## src/rtl/sort_stream_adapter.sv

```systemverilog
// Stream-to-block adapter around an external parallel sorter: collects SIZE
// elements, waits SORT_LATENCY cycles for the sorter, then replays its result.
module sort_stream_adapter #(
  parameter int VALUE_BITS   = 8,
  parameter int DEPTH        = 3,
  parameter int SORT_LATENCY = 1,
  localparam int SIZE        = 1 << DEPTH
) (
  input  logic                                clk,
  input  logic                                rst_n,
  input  logic                                s_valid,
  output logic                                s_ready,
  input  logic [VALUE_BITS-1:0]               s_data,
  output logic                                m_valid,
  input  logic                                m_ready,
  output logic [VALUE_BITS-1:0]               m_data,
  output logic                                m_last,
  output logic [SIZE-1:0][VALUE_BITS-1:0]     sort_in,
  input  logic [SIZE-1:0][VALUE_BITS-1:0]     sort_out
);

  localparam int CW = $clog2(SIZE) + 1;
  localparam int WW = $clog2(SORT_LATENCY + 1) + 1;

  typedef enum logic [1:0] {FILL = 2'd0, WAIT = 2'd1, DRAIN = 2'd2} state_t;

  state_t                             state_q, state_d;
  logic [CW-1:0]                      cnt_q, cnt_d;
  logic [CW-1:0]                      idx_q, idx_d;
  logic [WW-1:0]                      wcnt_q, wcnt_d;
  logic [SIZE-1:0][VALUE_BITS-1:0]    sort_in_q, sort_in_d;
  logic [SIZE-1:0][VALUE_BITS-1:0]    obuf_q, obuf_d;
  logic                               s_ready_q, s_ready_d;
  logic                               m_valid_q, m_valid_d;
  logic [VALUE_BITS-1:0]              m_data_q, m_data_d;
  logic                               m_last_q, m_last_d;

  // Next-state logic; outputs are derived from the next state so they are registered
  always_comb begin
    state_d   = state_q;
    cnt_d     = cnt_q;
    idx_d     = idx_q;
    wcnt_d    = wcnt_q;
    sort_in_d = sort_in_q;
    obuf_d    = obuf_q;
    case (state_q)
      FILL: begin
        if (s_valid && s_ready_q) begin
          sort_in_d[cnt_q[DEPTH-1:0]] = s_data;
          cnt_d = cnt_q + CW'(1);
          if (cnt_q == CW'(SIZE - 1)) begin
            state_d = WAIT;
            wcnt_d  = WW'(0);
          end else begin
            state_d = FILL;
          end
        end else begin
          cnt_d = cnt_q;
        end
      end
      WAIT: begin
        if (wcnt_q == WW'(SORT_LATENCY)) begin
          obuf_d  = sort_out;
          idx_d   = CW'(0);
          wcnt_d  = WW'(0);
          state_d = DRAIN;
        end else begin
          wcnt_d = wcnt_q + WW'(1);
        end
      end
      DRAIN: begin
        if (m_valid_q && m_ready) begin
          if (idx_q == CW'(SIZE - 1)) begin
            idx_d   = CW'(0);
            cnt_d   = CW'(0);
            state_d = FILL;
          end else begin
            idx_d = idx_q + CW'(1);
          end
        end else begin
          idx_d = idx_q;
        end
      end
      default: begin
        state_d = FILL;
        cnt_d   = CW'(0);
        idx_d   = CW'(0);
        wcnt_d  = WW'(0);
      end
    endcase
    s_ready_d = (state_d == FILL);
    m_valid_d = (state_d == DRAIN);
    m_data_d  = obuf_d[idx_d[DEPTH-1:0]];
    m_last_d  = (state_d == DRAIN) && (idx_d == CW'(SIZE - 1));
  end

  // State and registered outputs
  always_ff @(posedge clk or negedge rst_n) begin
    if (!rst_n) begin
      state_q   <= FILL;
      cnt_q     <= CW'(0);
      idx_q     <= CW'(0);
      wcnt_q    <= WW'(0);
      sort_in_q <= '0;
      obuf_q    <= '0;
      s_ready_q <= 1'b0;
      m_valid_q <= 1'b0;
      m_data_q  <= '0;
      m_last_q  <= 1'b0;
    end else begin
      state_q   <= state_d;
      cnt_q     <= cnt_d;
      idx_q     <= idx_d;
      wcnt_q    <= wcnt_d;
      sort_in_q <= sort_in_d;
      obuf_q    <= obuf_d;
      s_ready_q <= s_ready_d;
      m_valid_q <= m_valid_d;
      m_data_q  <= m_data_d;
      m_last_q  <= m_last_d;
    end
  end

  assign s_ready = s_ready_q;
  assign m_valid = m_valid_q;
  assign m_data  = m_data_q;
  assign m_last  = m_last_q;
  assign sort_in = sort_in_q;

endmodule

```

## config.mk

```make
export PLATFORM = sky130hd
export DESIGN_NAME = sort_stream_adapter
export DESIGN_NICKNAME = d
export VERILOG_FILES = /design/src/rtl/sort_stream_adapter.sv
export SDC_FILE = /design/constraint.sdc
export NUM_CORES = 1
export LEC_CHECK = 0
export BUFFER_PORTS_ARGS = -buffer_cell sky130_fd_sc_hd__buf_4
export CAP_MARGIN = 20
export CORE_UTILIZATION = 58
export DETAILED_ROUTE_END_ITERATION = 6
export PLACE_DENSITY = 0.95
export SYNTH_ARGS = -nofsm -noshare
export SYNTH_HDL_FRONTEND = slang
export SYNTH_SLANG_ARGS = --single-unit
export TNS_END_PERCENT = 1
```

## constraint.sdc

```tcl
create_clock -name clk -period 3.6 [get_ports clk]
set_clock_uncertainty 0.15 [all_clocks]
set_input_delay 0.36 -clock clk [delete_from_list [all_inputs] [get_ports clk]]
set_output_delay 0.36 -clock clk [all_outputs]
set_load 0.005 [all_outputs]
```

# Yosys cells after proc, flatten, opt, wreduce, memory -nomap -nowiden
# Index checks and enable logic that the tools add are counted.
# W data, S select, Z words.
totals:
  regBits: 151
  latchBits: 0
  mem_bits_rw: 0
  rom_bits: 0
  inputBits: 76
  out_inout_bits: 75
  memories: 0
classes:
  n_addsub: 3
  n_mul: 0
  n_div: 0
  magnitude_cmp: 3
  n_eq_ne: 11
  shifts: 0
  n_mux: 25
  n_bitwise: 2
  reduce_logical: 9
op_table:
  columns: ["op", "n"]
  rows:
  - ["$mux W64", 2]
  - ["$bwmux W64", 1]
  - ["$bmux W8 S3", 1]
  - ["$demux W8 S3", 1]
  - ["$mux W4", 6]
  - ["$pmux W4 S3", 2]
  - ["$mux W8", 2]
  - ["$mux W2", 7]
  - ["$eq A4 B3 Y1 const B", 3]
  - ["$pmux W2 S3", 2]
  - ["$add A4 B1 Y4 const B", 2]
  - ["$lt A3 B4 Y1 const B", 2]
  - ["$ne A2 B2 Y1 const B", 4]
  - ["$eq A2 B1 Y1 const B", 2]
  - ["$eq A2 B2 Y1 const B", 2]
  - ["$logic_and A1 B1 Y1", 4]
  - ["$logic_not A2 Y1", 2]
  - ["$reduce_and A4 Y1", 1]
  - ["$ge A3 B1 Y1 const B", 1]
  - ["$reduce_and A3 Y1", 1]
  - ["$add A2 B1 Y2 const B", 1]
  - ["$not A1 Y1", 2]
  - ["$reduce_and A2 Y1", 1]
  - ["$mux W1", 1]

# Depth between registers and ports, before layout
logic_depth:
  depth_word: 6
  mapped_depth: 8

# Worst setup path after synthesis
# No wires, ideal clock.
synth_timing:
  kind: "register to register"
  from: "register idx_q[1]"
  to: "register m_data_q[0], in the netlist m_data[0]"
  arrival_ps: 1958
  required_ps: 3314
  path_slack_ps: 1356
  path_stages_with_launch: 9
  path_buffers: 2
  synth_period_minus_slack_ps: 2244
  cell_sequence: "dfrtp_1 ha_1 and3b_4 or4b_4 o21a_1 buf_6 buf_6 o221ai_1 nand4_1"
synth_between:
  elab_chain_cells: 6
  elab_cells_between_ends: 8
synth_rtl:
  columns: ["item", "line", "source"]
  rows:
  - ["from (decl)", "29", "logic [CW-1:0] idx_q, idx_d;"]
  - ["from (signal assigned)", "113", "idx_q <= idx_d;"]
  - ["$add A4 B1 Y4 or $eq A4 B3 Y1 (tied branches)", "78, 73", null]
  - ["$mux W4", "73", "if (idx_q == CW'(SIZE - 1)) begin"]
  - ["$mux W4", "72", "if (m_valid_q && m_ready) begin"]
  - ["$pmux W4 S3 *", "46", "case (state_q)"]
  - ["$bmux W8 S3 *", "93", "m_data_d = obuf_d[idx_d[DEPTH-1:0]];"]
  - ["$mux W8 (implied by the code) *", "93", null]
  - ["named net m_data_d[0]", "35", "logic [VALUE_BITS-1:0] m_data_q, m_data_d;"]
  - ["to (signal assigned)", "119", "m_data_q <= m_data_d;"]
  - ["to (decl)", "35", null]
# Mark *: on every way through the listed nets, which the timed path passes. The rest lies on a longest branch. The select of a mux whose other input is x is not followed.
# A chain may end at the register's enable or synchronous reset.

==> impl_metrics.json <==
{
  "status": "complete, no violations",
  "peakVddDrop_uv": 546.8,
  "layout_setup_ws_ps": 702.8,
  "cp_max_fo": 49,
  "die_w_um": 108.0,
  "htreeDepth": 4,
  "multi_input_area_sq_um": 2556,
  "core_area_sq_um": 10890,
  "cts_num_sinks": 151,
  "root_buffer": "clkbuf_8",
  "cpMaxStageDelayCell": "and4bb_2",
  "hold_class": "in -> reg",
  "ys_ff_latch": 151,
  "numPortBuffers": 150,
  "grt_usage_pct": 36.33,
  "hpwl_um": 11370,
  "clk_path_buf_depth": 2,
  "drv_cap": 0,
  "fin_hold_ws_ps": 50.61,
  "num_antenna_cells": 0,
  "cts_resized": 0,
  "cellPowerDensity_nw_per_um2": 627.5,
  "routed_wl_um": 20030,
  "cp.required_ps": 3810,
  "path_cells": "and4bb_2 -> buf_12 -> mux2_2 -> nand2b_1 -> o221ai_1 -> nand4_1",
  "pwr-share-clk_pct": 33.7,
  "max_freq_ghz": 0.3452,
  "p_int_mw": 3.998,
  "crit_arrival_ps": 3110,
  "route.detailed.drc": 0,
  "num_io_pins": 151,
  "tightest_slew_ps": 859.3,
  "drive_above_1_share_pct": 46.86,
  "rsz0062_at_grt": "no",
  "worst_setup_path_end_kind": "flop",
  "synth_ff_type": "dfrtp_1",
  "synth_edf_count": 0,
  "path_clk_slew_ps": 60,
  "synth_top_area_cell": "dfrtp_1",
  "grt_pass1_wl_um": 30770,
  "power_leakage_nw": 4.629,
  "fillers": 519,
  "yosys_warnings": 0,
  "num_vias": 5087,
  "grt_max_degree": 95,
  "rows": 38,
  "via_per_inst": 6.056,
  "crit_buf_inv": 1,
  "cp_top_family": "simple AND/OR/NAND/NOR gates",
  "grt_pass1_vias": 5541,
  "dr.pass1.iters": 5,
  "slew_violations": 0,
  "finalSetupViolations": 0,
  "p_sw_mw": 1.720,
  "finalPower_mw": 5.719,
  "finalHoldViolCount": 0,
  "crit_type": "reg -> reg",
  "drtAntennaViolNets": 0,
  "start_kind": "flop",
  "dieArea_sq_um": 11650,
  "synth-seq-area-share_pct": 58.03,
  "finish.utilization_pct": 83.70,
  "post-cts-setup-buffers": 0,
  "timing.final.crit_share_pct": 80.48,
  "p_sw_share_pct": 30.08,
  "insertion_delay_ps": 520,
  "tns_ps": 0,
  "avgRoutedWirePerCell_um": 23.85,
  "grt_overflow": 0,
  "cts_made_buffers": 17,
  "max_stage_delay_ps": 630,
  "seq_area_sq_um": 3779,
  "drt_iter0_markers": 275,
  "gp_congestion": 0.8208,
  "pre_cts_slack_ps": 697.7,
  "area.growth.synth_to_final_pct": 39.97,
  "antenna_found_initial": 0,
  "synth_cell_type_count": 52,
  "synthTopCellsByCount": "151 x dfrtp_1, 126 x mux2_2, 32 x o221ai_1",
  "slew_headroom_pct": 42.71,
  "synth_most_common_cell": "dfrtp_1",
  "seqPwrFrac_pct": 38.6,
  "nets": 766,
  "synth_area_leaders": "dfrtp_1 58%, mux2_2 22%, o221ai_1 4.3%, nand2b_1 2.9%, nand4_1 0.96%",
  "syn-num-nets": 543,
  "avgSynthCellArea_sq_um": 14.00,
  "ctsHoldBuffers": 72,
  "period_needed_ps": 2897,
  "synthCells": 465,
  "p_comb_share_pct": 27.7,
  "ys_async_sr_fraction_pct": 100.0,
  "die_height_um": 108.0,
  "start_util_pct": 59.80,
  "synth_top_area_share_pct": 58.03,
  "cts_tree": "yes",
  "synth_area_sq_um": 6511
}
[cell type report]
class	instances	share of cell area [%]
clock inverter	11	2.169
inverter	6	0.2471
clock buffer	20	4.778
timing repair buffer	229	21.38
sequential	151	41.46
multi-input combinational	283	28.05
tap	140	1.922
[cell families after synthesis]
group                      Yosys count  share of synthesized area [%]
DFF                                151                          58.03
muxes                              129                          22.29
and+or+nand+nor                     92                          9.108
AOI/OAI and AO/OA                   58                          7.168
buffers and inverters               31                          2.748
xor gates and xnor gates             2                         0.2691
adders and majority gates            2                         0.3843
[cells in the final DEF, fill, tap and decap left out, drive strengths merged, types with 2 or more instances in the layout]
master,synthesis,routed
nor3,3,3
dfrtp,151,151
o2bb2ai,2,2
o211ai,2,2
nor2,9,9
nor4,2,2
and3b,2,2
a22oi,2,2
or2,3,3
nand2,11,11
o21ai,3,3
nand4,10,10
ha,2,2
a21oi,5,5
clkbuf,6,20
nor3b,4,4
inv,6,7
clkinv,0,4
o221ai,32,32
o21a,4,4
nand2b,30,30
dlygate4sd3,0,72
mux2,128,128
nand3,3,3
xnor2,2,2
and3,4,4
buf,19,157
bufinv,0,5
nand3b,2,2
or2b,3,3
[per-layer routing]
layer  GRT usage (%)  wire length, um  vias to the layer above
met5               0                0                        -
met4           20.84             1009                        0
met3           9.825             1481                       75
met2           63.19            10330                      294
met1           40.03             7211                     2560
li1                -                -                     2158
[stage by stage]
step / cell area (sq um) / instances
after global routing: 9114 / 840
after global placement: 7732 / 736
after floorplan: 6511 / 465
after CTS: 9086 / 839
final: 9114 / 840
after detailed placement: 7732 / 736
[state kept, by name (all words and copies together) (netlist names)]
| name | count |
|---|---|
| sort_in | 64 |
| obuf_q | 64 |
| m_last | 1 |
| m_valid | 1 |
| state_q | 2 |
| m_data | 8 |
| s_ready | 1 |
| cnt_q | 4 |
| wcnt_q | 2 |
| idx_q | 4 |
[power by group through the flow]
stage / Sequential [mW] / Combinational [mW] / Clock, mW
floorplan: 2.16 / 0.806 / 0
global placement: 2.19 / 1.34 / 0
detailed placement: 2.21 / 1.40 / 0
CTS: 2.19 / 1.48 / 1.92
global route: 2.23 / 1.69 / 2.01
finish: 2.21 / 1.59 / 1.93
[final timing paths]
check                           slack, ps                    to            startpoint  cells after the start
worst max-delay path                  700   m_data[6]$_DFF_PN0_  state_q[0]$_DFF_PN0_                      6
worst min-delay path                   50  obuf_q[60]$_DFF_PN0_          sort_out[60]                      2
worst max register to register        700   m_data[6]$_DFF_PN0_  state_q[0]$_DFF_PN0_                      6
worst min register to register        350  obuf_q[54]$_DFF_PN0_  obuf_q[54]$_DFF_PN0_                      1
max in group asynchronous            2160   obuf_q[3]$_DFF_PN0_                 rst_n                      3
min in group asynchronous             350  obuf_q[49]$_DFF_PN0_                 rst_n                      2
Power figures use the tool's default switching activity.
